[src/rtl/control_pipe.sv]
`timescale 1ns/1ps
// control_pipe
//   Control-signal pipeline for a 5-stage in-order core. ID-stage decoded
//   control is carried through EX, MEM and WB. The block also generates the
//   load-use stall, the taken-branch redirect and the cache-miss freeze.
//
//   Optional feature: define CONTROL_PIPE_PERF_EN to add the saturating
//   stall/flush performance counters (stallCount, flushCount).
//
// Ports
//   clk, rst                  clock, synchronous active-high reset
//   regDst..branch, aluOp     ID-stage decoded control
//   idValid, idRs, idRt       ID instruction valid and source registers
//   memBusy                   cache miss: freeze every stage
//   aluZero                   EX-stage ALU zero flag
//   ex*/mem*/wb*              registered control per stage
//   exValid/memValid/wbValid  stage occupancy
//   stallId, flushIf          hold ID / kill IF-ID on redirect
//   branchTaken               EX branch resolved taken
//   stallCount, flushCount    perf counters (CONTROL_PIPE_PERF_EN only)
module control_pipe #(
  parameter int CNT_W = 16
) (
  input  logic             clk,
  input  logic             rst,
  input  logic             regDst,
  input  logic             aluSrc,
  input  logic             memToReg,
  input  logic             regWrite,
  input  logic             memRead,
  input  logic             memWrite,
  input  logic             branch,
  input  logic [2:0]       aluOp,
  input  logic             idValid,
  input  logic [4:0]       idRs,
  input  logic [4:0]       idRt,
  input  logic             memBusy,
  input  logic             aluZero,
  output logic             exRegDst,
  output logic             exAluSrc,
  output logic             exMemRead,
  output logic             exMemWrite,
  output logic             exBranch,
  output logic             exMemToReg,
  output logic             exRegWrite,
  output logic [2:0]       exAluOp,
  output logic [4:0]       exRt,
  output logic             memMemRead,
  output logic             memMemWrite,
  output logic             memMemToReg,
  output logic             memRegWrite,
  output logic             wbMemToReg,
  output logic             wbRegWrite,
  output logic             exValid,
  output logic             memValid,
  output logic             wbValid,
  output logic             stallId,
  output logic             flushIf,
`ifdef CONTROL_PIPE_PERF_EN
  output logic [CNT_W-1:0] stallCount,
  output logic [CNT_W-1:0] flushCount,
`endif
  output logic             branchTaken
);

  logic rtMatch;
  logic exLoad;

  // Hazards are only meaningful while the pipe is moving, so memBusy masks
  // them all. A taken branch kills the ID instruction, so it wins over stall.
  always_comb begin
    rtMatch     = (exRt == idRs) | (exRt == idRt);
    branchTaken = exValid & exBranch & aluZero & ~memBusy;
    stallId     = exValid & exMemRead & idValid & rtMatch & ~memBusy & ~branchTaken;
    flushIf     = branchTaken;
  end

  // The ID instruction enters EX only if it is valid and neither killed nor
  // held; otherwise EX receives a bubble (all zero, including exRt).
  assign exLoad = idValid & ~stallId & ~branchTaken;

  always_ff @(posedge clk) begin
    if (rst) begin
      exValid     <= 1'b0;
      exRegDst    <= 1'b0;
      exAluSrc    <= 1'b0;
      exMemRead   <= 1'b0;
      exMemWrite  <= 1'b0;
      exBranch    <= 1'b0;
      exMemToReg  <= 1'b0;
      exRegWrite  <= 1'b0;
      exAluOp     <= 3'b000;
      exRt        <= 5'd0;
      memValid    <= 1'b0;
      memMemRead  <= 1'b0;
      memMemWrite <= 1'b0;
      memMemToReg <= 1'b0;
      memRegWrite <= 1'b0;
      wbValid     <= 1'b0;
      wbMemToReg  <= 1'b0;
      wbRegWrite  <= 1'b0;
    end else if (!memBusy) begin
      exValid     <= exLoad;
      exRegDst    <= exLoad & regDst;
      exAluSrc    <= exLoad & aluSrc;
      exMemRead   <= exLoad & memRead;
      exMemWrite  <= exLoad & memWrite;
      exBranch    <= exLoad & branch;
      exMemToReg  <= exLoad & memToReg;
      exRegWrite  <= exLoad & regWrite;
      exAluOp     <= exLoad ? aluOp : 3'b000;
      exRt        <= exLoad ? idRt : 5'd0;
      memValid    <= exValid;
      memMemRead  <= exMemRead;
      memMemWrite <= exMemWrite;
      memMemToReg <= exMemToReg;
      memRegWrite <= exRegWrite;
      wbValid     <= memValid;
      wbMemToReg  <= memMemToReg;
      wbRegWrite  <= memRegWrite;
    end
  end

`ifdef CONTROL_PIPE_PERF_EN
  localparam logic [CNT_W-1:0] CNT_MAX = '1;
  localparam logic [CNT_W-1:0] CNT_ONE = {{(CNT_W-1){1'b0}}, 1'b1};

  // Both counters stick at all-ones instead of wrapping.
  always_ff @(posedge clk) begin
    if (rst) begin
      stallCount <= '0;
      flushCount <= '0;
    end else begin
      if (stallId && (stallCount != CNT_MAX)) begin
        stallCount <= stallCount + CNT_ONE;
      end
      if (branchTaken && (flushCount != CNT_MAX)) begin
        flushCount <= flushCount + CNT_ONE;
      end
    end
  end
`else
  // Keeps the counter width parameter referenced when counters are absent.
  logic [CNT_W-1:0] unusedCntW;
  assign unusedCntW = '0;
`endif

endmodule
[config.mk]
export PLATFORM = sky130hd
export DESIGN_NAME = control_pipe
export DESIGN_NICKNAME = d
export VERILOG_FILES = /design/src/rtl/control_pipe.sv
export SDC_FILE = /design/constraint.sdc
export NUM_CORES = 1
export LEC_CHECK = 0
export BUFFER_PORTS_ARGS = -buffer_cell sky130_fd_sc_hd__buf_2
export CORE_UTILIZATION = 40
export CTS_BUF_LIST = sky130_fd_sc_hd__clkbuf_4 sky130_fd_sc_hd__clkbuf_8 sky130_fd_sc_hd__clkbuf_16
export CTS_CLUSTER_DIAMETER = 100
export CTS_CLUSTER_SIZE = 30
export DETAILED_ROUTE_END_ITERATION = 10
export PLACE_DENSITY = 0.75
export SLEW_MARGIN = 15
export SYNTH_ARGS = -nofsm -noshare
export SYNTH_HDL_FRONTEND = slang
export SYNTH_SLANG_ARGS = --single-unit
[constraint.sdc]
create_clock -name clk -period 1.9 [get_ports clk]
set_clock_uncertainty 0.05 [all_clocks]
set_input_delay 0.475 -clock clk [delete_from_list [all_inputs] [get_ports clk]]
set_output_delay 0.475 -clock clk [all_outputs]
set_load 0.02 [all_outputs]
======== Word level (Yosys, flattened, before mapping) ========
Cells that the tools add are included.
cells by class
  equality and inequality tests ........... 2
  muxes and demuxes ....................... 2
  bitwise operators ....................... 21
operator list
  operator             number
  1-bit AND            17
  5-bit equality test  2
  5-bit two-way mux    1
  3-bit two-way mux    1
  1-bit NOT            3
  1-bit OR             1
storage, ports and cells
  word-level logic and storage cells ...... 43
  output and inout bits ................... 27
  bits in registers ....................... 24
  bits of input ports ..................... 25

======== Logic depth before layout (Yosys ltp) ========
  depth in word-level cells ............... 9
  gate-level depth with buffers ........... 5
  gate-level depth less buffers ........... 4

======== Least setup slack after synthesis ========
Ideal clock, no wire load.
  kind .................................... input to output
  start point ............................. input idRt[4]
  end point ............................... output stallId
  path buffers ............................ 0
  required time ........................... 1.375 ns
  stages on the path ...................... 4
  arrival ................................. 1.892 ns
  setup slack ............................. -0.517 ns
  cells stage by stage .................... xor2_1 -> nor4_2 -> a22oi_1 -> nor4bb_1
on the way
  cells in the longest elaborated chain, start to end .. 5
RTL lines
  item                    RTL line  text
  start: declaration      36        input logic [4:0] idRt,
  5-bit equality test     72        rtMatch = (exRt == idRs) | (exRt == idRt);
  1-bit OR                72
  1-bit AND (3 in a row)  74        stallId = exValid & exMemRead & idValid & rtMatch & ~memBusy & ~branchTaken;
  end: declaration        57        output logic stallId,
No other way between the ends.

======== Worst setup path in the final report ========
  start point ............................. register exRt[0]
  end point ............................... output stallId
on the way
  cells in the longest elaborated chain, start to end .. 5
  elaborated cells on any way between the ends .. 6
  classes of those cells .................. eq/ne (2); bitwise (4)
RTL lines
  item                        RTL line  text
  start: declaration          47        output logic [4:0] exRt,
  start signal: assignment    112       exRt <= exLoad ? idRt : 5'd0;
  5-bit equality test         72
  1-bit OR (*)                72
  1-bit AND (*) (3 in a row)  74
Every way passes the cells marked *; elsewhere a longest branch is shown, timed or not.

==> impl_metrics.env <==
export IMPL_status="complete, but fails checks"
export IMPL_violations="negative setup slack"
export IMPL_grt_max_degree=17
export IMPL_crit_fanout=3
export IMPL_start_kind="flip-flop"
export IMPL_final_area_mm2=0.001428
export IMPL_coreArea_mm2=0.002255
export IMPL_wl_um=2399
export IMPL_place_congestion=0.7432
export IMPL_reg2reg_slack_ns=0.13
export IMPL_path_buf_inv=1
export IMPL_worst_path_max_delay_cell="dfxtp_2"
export IMPL_initial_core_util_pct=42.95
export IMPL_cts_root_buffer="clkbuf_4"
export IMPL_ant_nets=0
export IMPL_clk_pin_slew_ns=0.13
export IMPL_avgSynthCellArea_um2=11.53
export IMPL_p_per_area_mw_per_mm2=671.4
export IMPL_htree_num_levels=1
export IMPL_cp_arrival_ns=1.78
export IMPL_grt_pass1_vias=776
export IMPL_clockBufferDepth=2
export IMPL_ys_seq_area_share_pct=49.61
export IMPL_setup_viol=1
export IMPL_io_buffers=51
export IMPL_num_rows=17
export IMPL_path_class="flip-flop to primary output"
export IMPL_drt_wirelength_per_cell_um=13.79
export IMPL_grt_antenna_before_repair=0
export IMPL_reg_top3="exRt (5), exAluOp (3)"
export IMPL_whs_ns=0.3116
export IMPL_die_w_um=51.21
export IMPL_synth_cell_type_count=20
export IMPL_rsz0062_at_grt="true"
export IMPL_largest_register="exRt"
export IMPL_synth_seq_cells=24
export IMPL_period_needed_ns=2.307
export IMPL_finalNonFillerCells=174
export IMPL_dieArea_mm2=0.002622
export IMPL_max_cap_violations=0
export IMPL_cp_top_family="simple AND/OR/NAND/NOR gates"
export IMPL_timing_final_crit_share_pct=121.4
export IMPL_overflow=0
export IMPL_crit_required_ns=1.37
export IMPL_fin_setup_tns_ns=-0.4066
export IMPL_cts_made_buffers=3
export IMPL_drive_gt1_share_pct=57.53
export IMPL_io_pins=52
export IMPL_drc=0
export IMPL_drv_slew=0
export IMPL_yosys_warnings=0
export IMPL_track_usage_pct=18.47
export IMPL_fin_ws_ns=-0.4066
export IMPL_num_vias=863
export IMPL_min_delay_path_class="primary input to flip-flop"
export IMPL_ir_drop_mv=0.5820
export IMPL_fin_nets=172
export IMPL_grt_pass1_wl_um=3450
export IMPL_place_area_mm2=0.001308
export IMPL_fp_dieH_um=51.21
export IMPL_p_leak_nw=0.7681
export IMPL_largest_reg_flops=5
export IMPL_synth_nets=109
export IMPL_hold_viol=0
export IMPL_num_antenna_cells=0
export IMPL_cts_tree="done"
export IMPL_drtIter0Drc=10
export IMPL_cp_end_kind="primary output"
export IMPL_dpl_cell_count=166
export IMPL_clock_fmax_mhz=433.5
export IMPL_hpwl_um=1684
export IMPL_drt_pre_antenna_iters=2
export IMPL_worstMarginPinSlew_ns=0.6438
export IMPL_maxSlewHeadroom_pct=56.89
export IMPL_synth_area_um2=968.4
export IMPL_crit_chain="xor2_1 -> nor4_4 -> a22oi_2 -> nor4bb_4 -> buf_4"
export IMPL_cts_num_sinks=24
export IMPL_cp_slowest_stage_delay_ns=0.36
export IMPL_via_per_inst=4.960
export IMPL_syn2layout_area_growth_pct=47.42
export IMPL_clkLatencyLatePin_ns=0.31
export IMPL_ctsHoldBuffers=0
export IMPL_syn_inst=84
## path summary, 6_finish.rpt
kind         cells past startpoint                       to                     from
min                              2  exMemWrite$_SDFFE_PP0N_                 memWrite
max                              5                  stallId     exRt[0]$_SDFFE_PP0N_
max reg2reg                      7     exRt[2]$_SDFFE_PP0N_     exRt[4]$_SDFFE_PP0N_
min reg2reg                      1  exAluOp[1]$_SDFFE_PP0N_  exAluOp[1]$_SDFFE_PP0N_
## worst reg2reg max path: stages, from the launching register on
cell and delay, ns:
dfxtp_1 0.40, xor2_1 0.26, nor4_4 0.08, buf_4 0.15
buf_4 0.13, a221oi_4 0.32, buf_12 0.19, a22o_1 0.13
## cell type report
class,count,area [um^2]
flip-flops and latches,24,488.0
well taps,28,35.03
fillers,194,827.0
repair buffers,64,367.9
clock buffers,4,36.28
multi-input cells,54,500.5
## per-layer routing
metal	up-vias	GRT usage [%]	wire, um
met4	0	10.65	36
met3	4	2.083	70
met5	-	0	0
li1	429	-	-
met1	410	20.48	1002
met2	20	33.55	1291
## where the power goes
group | switching, mW | internal [mW]
Clock | 0.151 | 0.117
Sequential | 0.0124 | 0.520
Combinational | 0.0842 | 0.0737
Total | 0.248 | 0.711
## cell families (layout without fill, tap and decap cells)
| group | after synthesis | count (layout) | share of synthesized area [%] |
|---|---|---|---|
| AOI/OAI and AO/OA | 18 | 18 | 18.35 |
| and+or+nand+nor | 18 | 18 | 11.24 |
| DFF | 24 | 24 | 49.61 |
| buffers and inverters | 6 | 68 | 3.488 |
| xor gates and xnor gates | 10 | 10 | 9.044 |
| muxes | 8 | 8 | 8.269 |
## per-stage QoR
step / total power, mW / setup slack (ns) / util [%]
detailed placement: 0.6857 / -0.3556 / 57.99
global route: 1.001 / -0.4945 / 63.32
finish: 0.9585 / -0.4066 / 63.32
CTS: 0.9497 / -0.4292 / 60.32
floorplan: 0.6229 / -0.2460 / -
global placement: 0.6814 / -0.3337 / 57.99
## Yosys cell counts
master	n	area (um^2)
a22oi_1	1	7.510
mux2i_1	8	80.08
nor2_1	10	37.54
buf_4	1	7.510
dfxtp_1	24	480.5
a22o_2	4	40.04
and4b_1	1	10.01
a221oi_4	1	26.28
buf_6	1	11.26
a21o_1	1	7.510
nor4_2	2	25.02
buf_1	1	3.750
nand3_1	1	5.000
nor2b_1	1	6.260
a22o_1	11	96.34
clkbuf_1	3	11.26
nand4bb_1	1	11.26
xor2_1	10	87.58
nor4bb_1	1	10.01
nand2_1	1	3.750
## timing repair
action,in CTS,in global routing
resized for setup,3,7
pin swaps,2,7
endpoints found under the setup margin,1,17
buffers inserted,1,3
## cell usage in the layout (no fill, tap or decap), drive strengths merged
cell type  Yosys  layout
buf            3      64
dfxtp         24      24
a22o          15      15
nor2          10      10
xor2          10      10
mux2i          8       8
clkbuf         3       4
nor4           2       2
nand2          1       1
a22oi          1       1
nand3          1       1
nor4bb         1       1
and4b          1       1
nor2b          1       1
nand4bb        1       1
a221oi         1       1
a21o           1       1
No activity file was read; power rests on OpenSTA's default activity.
